**src/rtl/conv_enc_213_if.sv**
```systemverilog
// Streaming handshake bundle for the (2,1,3) convolutional encoder:
// information-bit input side and code-symbol output side.
interface conv_enc_213_if;
    logic       in_bit;
    logic       in_valid;
    logic       in_last;
    logic       in_ready;
    logic [1:0] out_sym;
    logic       out_valid;
    logic       out_last;
    logic       out_ready;

    // Producer of information bits / consumer of code symbols.
    modport master (
        output in_bit, in_valid, in_last, out_ready,
        input  in_ready, out_sym, out_valid, out_last
    );

    // The encoder itself.
    modport slave (
        input  in_bit, in_valid, in_last, out_ready,
        output in_ready, out_sym, out_valid, out_last
    );
endinterface

```
**src/rtl/conv_enc_213.sv**
```systemverilog
// Rate-1/2 (2,1,3) convolutional encoder with zero-tail frame termination.
// One registered code symbol {c_G0, c_G1} per accepted bit, plus 3 tail symbols.
module conv_enc_213 #(
    parameter logic [3:0] G0   = 4'b1111,
    parameter logic [3:0] G1   = 4'b1101,
    parameter int         CNTW = 16
) (
    input  logic            clk,
    input  logic            rst_n,
    conv_enc_213_if.slave   bus,
    output logic            busy,
    output logic [CNTW-1:0] sym_count
);
    typedef enum logic {ENC, TAIL} state_t;

    state_t     state, state_nxt;
    logic [1:0] tail_cnt, tail_cnt_nxt;
    logic [2:0] sr, sr_nxt;
    logic       adv, load, u, tail_end, last_xfer, in_ready_c;
    logic [3:0] v;
    logic [1:0] code;

    function automatic logic tap_parity(input logic [3:0] g, input logic [3:0] x);
        return ^(g & x);
    endfunction

    // The single output register may be reloaded when empty or being drained.
    assign adv       = !bus.out_valid || bus.out_ready;
    assign last_xfer = bus.out_valid && bus.out_ready && bus.out_last;

    assign v    = {u, sr[0], sr[1], sr[2]};
    assign code = {tap_parity(G0, v), tap_parity(G1, v)};

    always_comb begin
        state_nxt    = state;
        tail_cnt_nxt = tail_cnt;
        in_ready_c   = 1'b0;
        load         = 1'b0;
        u            = 1'b0;
        tail_end     = 1'b0;
        case (state)
            ENC: begin
                in_ready_c = adv;
                u          = bus.in_bit;
                if (bus.in_valid && adv) begin
                    load = 1'b1;
                    if (bus.in_last) begin
                        state_nxt    = TAIL;
                        tail_cnt_nxt = 2'd0;
                    end
                end
            end
            TAIL: begin
                if (adv) begin
                    load         = 1'b1;
                    tail_cnt_nxt = tail_cnt + 2'd1;
                    if (tail_cnt == 2'd2) begin
                        tail_end     = 1'b1;
                        state_nxt    = ENC;
                        tail_cnt_nxt = 2'd0;
                    end
                end
            end
            default: state_nxt = ENC;
        endcase
        // Zero tail already flushes the memory; clearing it explicitly keeps
        // the next frame independent of any upset.
        sr_nxt = tail_end ? 3'b000 : {sr[1:0], u};
    end

    assign bus.in_ready = in_ready_c;
    assign busy         = (state == TAIL) || bus.out_valid;

    always_ff @(posedge clk or negedge rst_n) begin
        if (!rst_n) begin
            state    <= ENC;
            tail_cnt <= 2'd0;
        end else begin
            state    <= state_nxt;
            tail_cnt <= tail_cnt_nxt;
        end
    end

    always_ff @(posedge clk or negedge rst_n) begin
        if (!rst_n) begin
            sr            <= 3'b000;
            bus.out_sym   <= 2'b00;
            bus.out_valid <= 1'b0;
            bus.out_last  <= 1'b0;
            sym_count     <= '0;
        end else if (load) begin
            sr            <= sr_nxt;
            bus.out_sym   <= code;
            bus.out_valid <= 1'b1;
            bus.out_last  <= tail_end;
            // A new frame starting as the previous last symbol leaves restarts at 1.
            sym_count     <= last_xfer ? CNTW'(1) : sym_count + CNTW'(1);
        end else begin
            if (bus.out_ready) begin
                bus.out_valid <= 1'b0;
                bus.out_last  <= 1'b0;
            end
            if (last_xfer) sym_count <= '0;
        end
    end
endmodule
```
**src/flat_wrapper.sv**
```systemverilog
// flat-port wrapper written by rule: the top's interface ports become plain ports
module conv_enc_213_flat 
#(
    parameter logic [3:0] G0   = 4'b1111,
    parameter logic [3:0] G1   = 4'b1101,
    parameter int         CNTW = 16
)
  (clk, rst_n, busy, sym_count, bus_in_bit, bus_in_valid, bus_in_last, bus_out_ready, bus_in_ready, bus_out_sym, bus_out_valid, bus_out_last);
  conv_enc_213_if bus_i ();
  input  logic clk;
  input  logic rst_n;
  output logic busy;
  output logic [CNTW-1:0] sym_count;
  input wire logic [$bits(bus_i.in_bit)-1:0] bus_in_bit;
  input wire logic [$bits(bus_i.in_valid)-1:0] bus_in_valid;
  input wire logic [$bits(bus_i.in_last)-1:0] bus_in_last;
  input wire logic [$bits(bus_i.out_ready)-1:0] bus_out_ready;
  output wire logic [$bits(bus_i.in_ready)-1:0] bus_in_ready;
  output wire logic [$bits(bus_i.out_sym)-1:0] bus_out_sym;
  output wire logic [$bits(bus_i.out_valid)-1:0] bus_out_valid;
  output wire logic [$bits(bus_i.out_last)-1:0] bus_out_last;
  assign bus_i.in_bit = bus_in_bit;
  assign bus_i.in_valid = bus_in_valid;
  assign bus_i.in_last = bus_in_last;
  assign bus_i.out_ready = bus_out_ready;
  assign bus_in_ready = bus_i.in_ready;
  assign bus_out_sym = bus_i.out_sym;
  assign bus_out_valid = bus_i.out_valid;
  assign bus_out_last = bus_i.out_last;
  conv_enc_213 #(.G0(G0), .G1(G1), .CNTW(CNTW)) u_core (.clk(clk), .rst_n(rst_n), .bus(bus_i), .busy(busy), .sym_count(sym_count));
endmodule
```
**config.mk**
```make
export PLATFORM = sky130hd
export DESIGN_NAME = conv_enc_213_flat
export DESIGN_NICKNAME = d
export VERILOG_FILES = /design/src/rtl/conv_enc_213_if.sv /design/src/rtl/conv_enc_213.sv /design/src/flat_wrapper.sv
export SDC_FILE = /design/constraint.sdc
export NUM_CORES = 1
export LEC_CHECK = 0
export BUFFER_PORTS_ARGS = -buffer_cell sky130_fd_sc_hd__buf_2
export CAP_MARGIN = 0
export CORE_MARGIN = 2
export CORE_UTILIZATION = 50
export CTS_BUF_LIST = sky130_fd_sc_hd__clkbuf_16
export CTS_CLUSTER_DIAMETER = 80
export DETAILED_ROUTE_END_ITERATION = 6
export HOLD_SLACK_MARGIN = 0.06
export PLACE_DENSITY = 0.74
export SLEW_MARGIN = 10
export SYNTH_ARGS = -nofsm -noshare
export SYNTH_HDL_FRONTEND = slang
export SYNTH_SLANG_ARGS = --single-unit
```
**constraint.sdc**
```tcl
create_clock -name clk -period 2.7 [get_ports clk]
set_input_delay 0.405 -clock clk [delete_from_list [all_inputs] [get_ports clk]]
set_output_delay 0.405 -clock clk [all_outputs]
set_load 0.005 [all_outputs]
```
==> key figures <==
Yosys
  – Synthesis-stage register bit count: 26
  – Synth cell types: 31
  – Mux cell area share after synthesis: 0.0256
  – Largest family of logic cells by synthesized area: simple AND/OR/NAND/NOR gates
  – Syn_nets: 134
  – Simple-gate share of the synthesized area: 0.232
  – Cell Area, Synth: 1270 um^2
  – Yosys warning count: 0
  – Synth Area in Compound Gates: 0.134
  – Syn Inst Count: 127
  – Syn Area/Cell: 10.0 um^2
  – Adder-Cell Fraction of Synth Area: 0.00983
  – Post-Synth XOR/XNOR Area: 0.0688
  – Sequential share of the synthesized area: 0.511

Floorplan
  – Die area: 2960 um^2
  – Chip width: 54.4 um
  – Die span in y: 54.4 um
  – Row count: 18
  – Initial Util: 0.518
  – Num ports: 28
  – Core Area: 2450 um^2

Critical path
  – Critical Path RT: 2.87 ns
  – R2r endpoint: u_core.sym_count[14]
  – Critical-path cell list: nor2b_1, buf_4, or3_1, or4_1, a21oi_1
  – Worst setup SP type: flip-flop
  – CP peak stage delay: 0.54 ns
  – R2R cell count: 5
  – R2r setup slk: 0.72 ns
  – Worst setup path category: flip-flop to flip-flop
  – Worst path arrival time: 2.16 ns
  – Slowest cell on the critical path: or4_1
  – Crit. End Element: flip-flop
  – Critical path startpoint: u_core.bus.out_valid
  – Reg2Reg Launch Point: u_core.bus.out_valid
  – Worst setup endpoint: u_core.sym_count[14]
  – Worst-path maximum fanout: 12

Route
  – Via count: 1045
  – WL final: 2660 um
  – DRT Pass-1 Iters: 4
  – Drt first-iter violations: 14
  – DR vias/cell: 5.71
  – DR DRC count: 0
  – Routed Antenna Nets: 0
  – WL/cell: 14.5 um

Cells and area
  – Synth-to-Final Area Change: 18.8%
  – Most common cell after layout, fill and taps aside: buf_2
  – Post-layout util: 0.616
  – Finished Layout Cells: 183
  – Final Cell Area: 1510 um^2
  – Antenna fix cells: 0
  – Most frequent cells in the layout: 27 x buf_2, 26 x dfrtp_1, 11 x nand2_1
  – Layout cells sized above 1: 0.235
  – Nets@finish: 162

Global routing
  – Pin count of the biggest net entering global routing: 27
  – Gr usage total: 0.198
  – Antenna violations before repair: 0
  – Vias in the first global route: 917
  – Total grt overflow: 0
  – Global-route wire length before repair: 4240 um

Clock network
  – Total CTS buffers: 3
  – CTS Sinks: 26
  – Clock Latency Late Sink: 0.25 ns
  – Clk slew on worst S/H paths: 0.06 ns
  – CTS tree: yes
  – Setup Fix Bufs, Post-CTS: 0
  – CTS Buffer Depth: 2
  – Hold buffers post-CTS: 0
  – Cts repair resizes: 0
  – H-tree depth: 1
  – Root buffer cell: clkbuf_16

Timing
  – Final setup fails: 0
  – Minimum clock period: 1.98 ns
  – Max frequency: 505 MHz
  – Fin Setup TNS: 0 ns
  – Final setup margin: 0.719 ns
  – Final Max Tran Viols: 0
  – Relative max-transition margin: 0.575
  – Final Hold Viols: 0
  – Min Hold Slack: 0.144 ns
  – Clk_skew: 0.00200 ns
  – RSZ-0062 raised after global routing: false
  – Final Cycle Share: 0.734
  – Worst-Margin Slew: 0.632 ns

Power
  – Power density over cell area: 804 nW/um^2
  – Total Power: 1.22 mW
  – Worst vdd ir: 0.501 mV
  – LEAKAGE: 0.707 nW

Job
  – MaxCap Viol Count: 0

Status
  – Status: completed

Placed design
  – DP Worst Slack: 0.716 ns
  – Detailed placement HPWL: 1940 um
  – Placed insts: 180
  – Port Buf Inserts: 27
  – Post-DP Area: 1440 um^2
  – Routability congestion estimate: 0.779

Min path
  – Worst min-delay path class: input port to async pin
[routing by layer]
metal,part of all wire,vias to the layer above,track usage
li1,-,517,-
met1,0.46,506,0.283
met2,0.49,20,0.301
met3,0.041,2,0.0301
met4,0.0056,0,0.0750
met5,0,-,0
[flip-flops by register name, summed over array words and instances, names as in the netlist]
name                  cells
u_core.tail_cnt           2
u_core.sym_count         16
u_core.state              1
u_core.bus.out_sym        2
u_core.bus.out_last       1
u_core.sr                 3
u_core.bus.out_valid      1
[synth_stat cells]
master     n  area (um^2)
a21oi_1    9         45.0
a22o_1     3         26.3
a31oi_1    3         18.8
a41o_1     2         20.0
and3_1     2         12.5
and4_1     2         17.5
clkbuf_1   5         18.8
clkbuf_2   1         5.00
dfrtp_1   26          651
ha_1       1         12.5
mux2_2     2         22.5
mux2i_1    1         10.0
nand2_1   11         41.3
nand2b_1   3         18.8
nand3_1    5         25.0
nand4_1    1         6.26
nor2_1    10         37.5
nor2_2     1         6.26
nor2b_1    1         6.26
nor3_1     1         5.00
nor3b_1    3         22.5
nor4_1     2         12.5
nor4b_1    2         17.5
o21ai_0    6         30.0
o21bai_1   1         7.51
o31ai_1    3         22.5
or2_2      1         6.26
or3_1      6         37.5
or4_1      3         22.5
xnor2_1    8         70.1
xor2_1     2         17.5
[critical path, delay by kind of cell, from the launching register on]
family	cells	cell delay, ns
buffers and inverters	1	0.16
flip-flops	1	0.42
AND/OR/NAND/NOR	3	1.16
AO/OA/AOI/OAI	1	0.15
[power by group]
part / internal, mW / total [mW] / switching (mW)
Combinational: 0.168 / 0.335 / 0.167
Sequential: 0.473 / 0.563 / 0.0897
Clock: 0.196 / 0.318 / 0.122
[final cells by class]
type / instances / area, um^2
Clock buffer: 3 / 75.1
Fill cell: 212 / 943
Multi-Input combinational cell: 95 / 598
Sequential cell: 26 / 651
Tap cell: 30 / 37.5
Timing Repair Buffer: 29 / 150
[cells by family (layout without fill, tap and decap cells)]
logic type | Yosys count | in the layout
flip-flops | 26 | 26
buffers and inverters | 6 | 32
AO/OA/AOI/OAI | 27 | 27
AND/OR/NAND/NOR | 54 | 54
multiplexers | 3 | 3
adder cells (fa/ha/maj) | 1 | 1
XOR/XNOR | 10 | 10
[worst min-delay path by stage]
stage | start | endpoint | cells past startpoint
after floorplan | rst_n | u_core.bus.out_last | 0
after global placement | rst_n | u_core.sym_count[15] | 1
after detailed placement | rst_n | u_core.sym_count[9] | 1
after CTS | rst_n | u_core.sym_count[1] | 1
after global routing | rst_n | u_core.tail_cnt[0] | 1
final | rst_n | u_core.sym_count[7] | 1
Note: power is estimated with default switching activity, not from simulation.
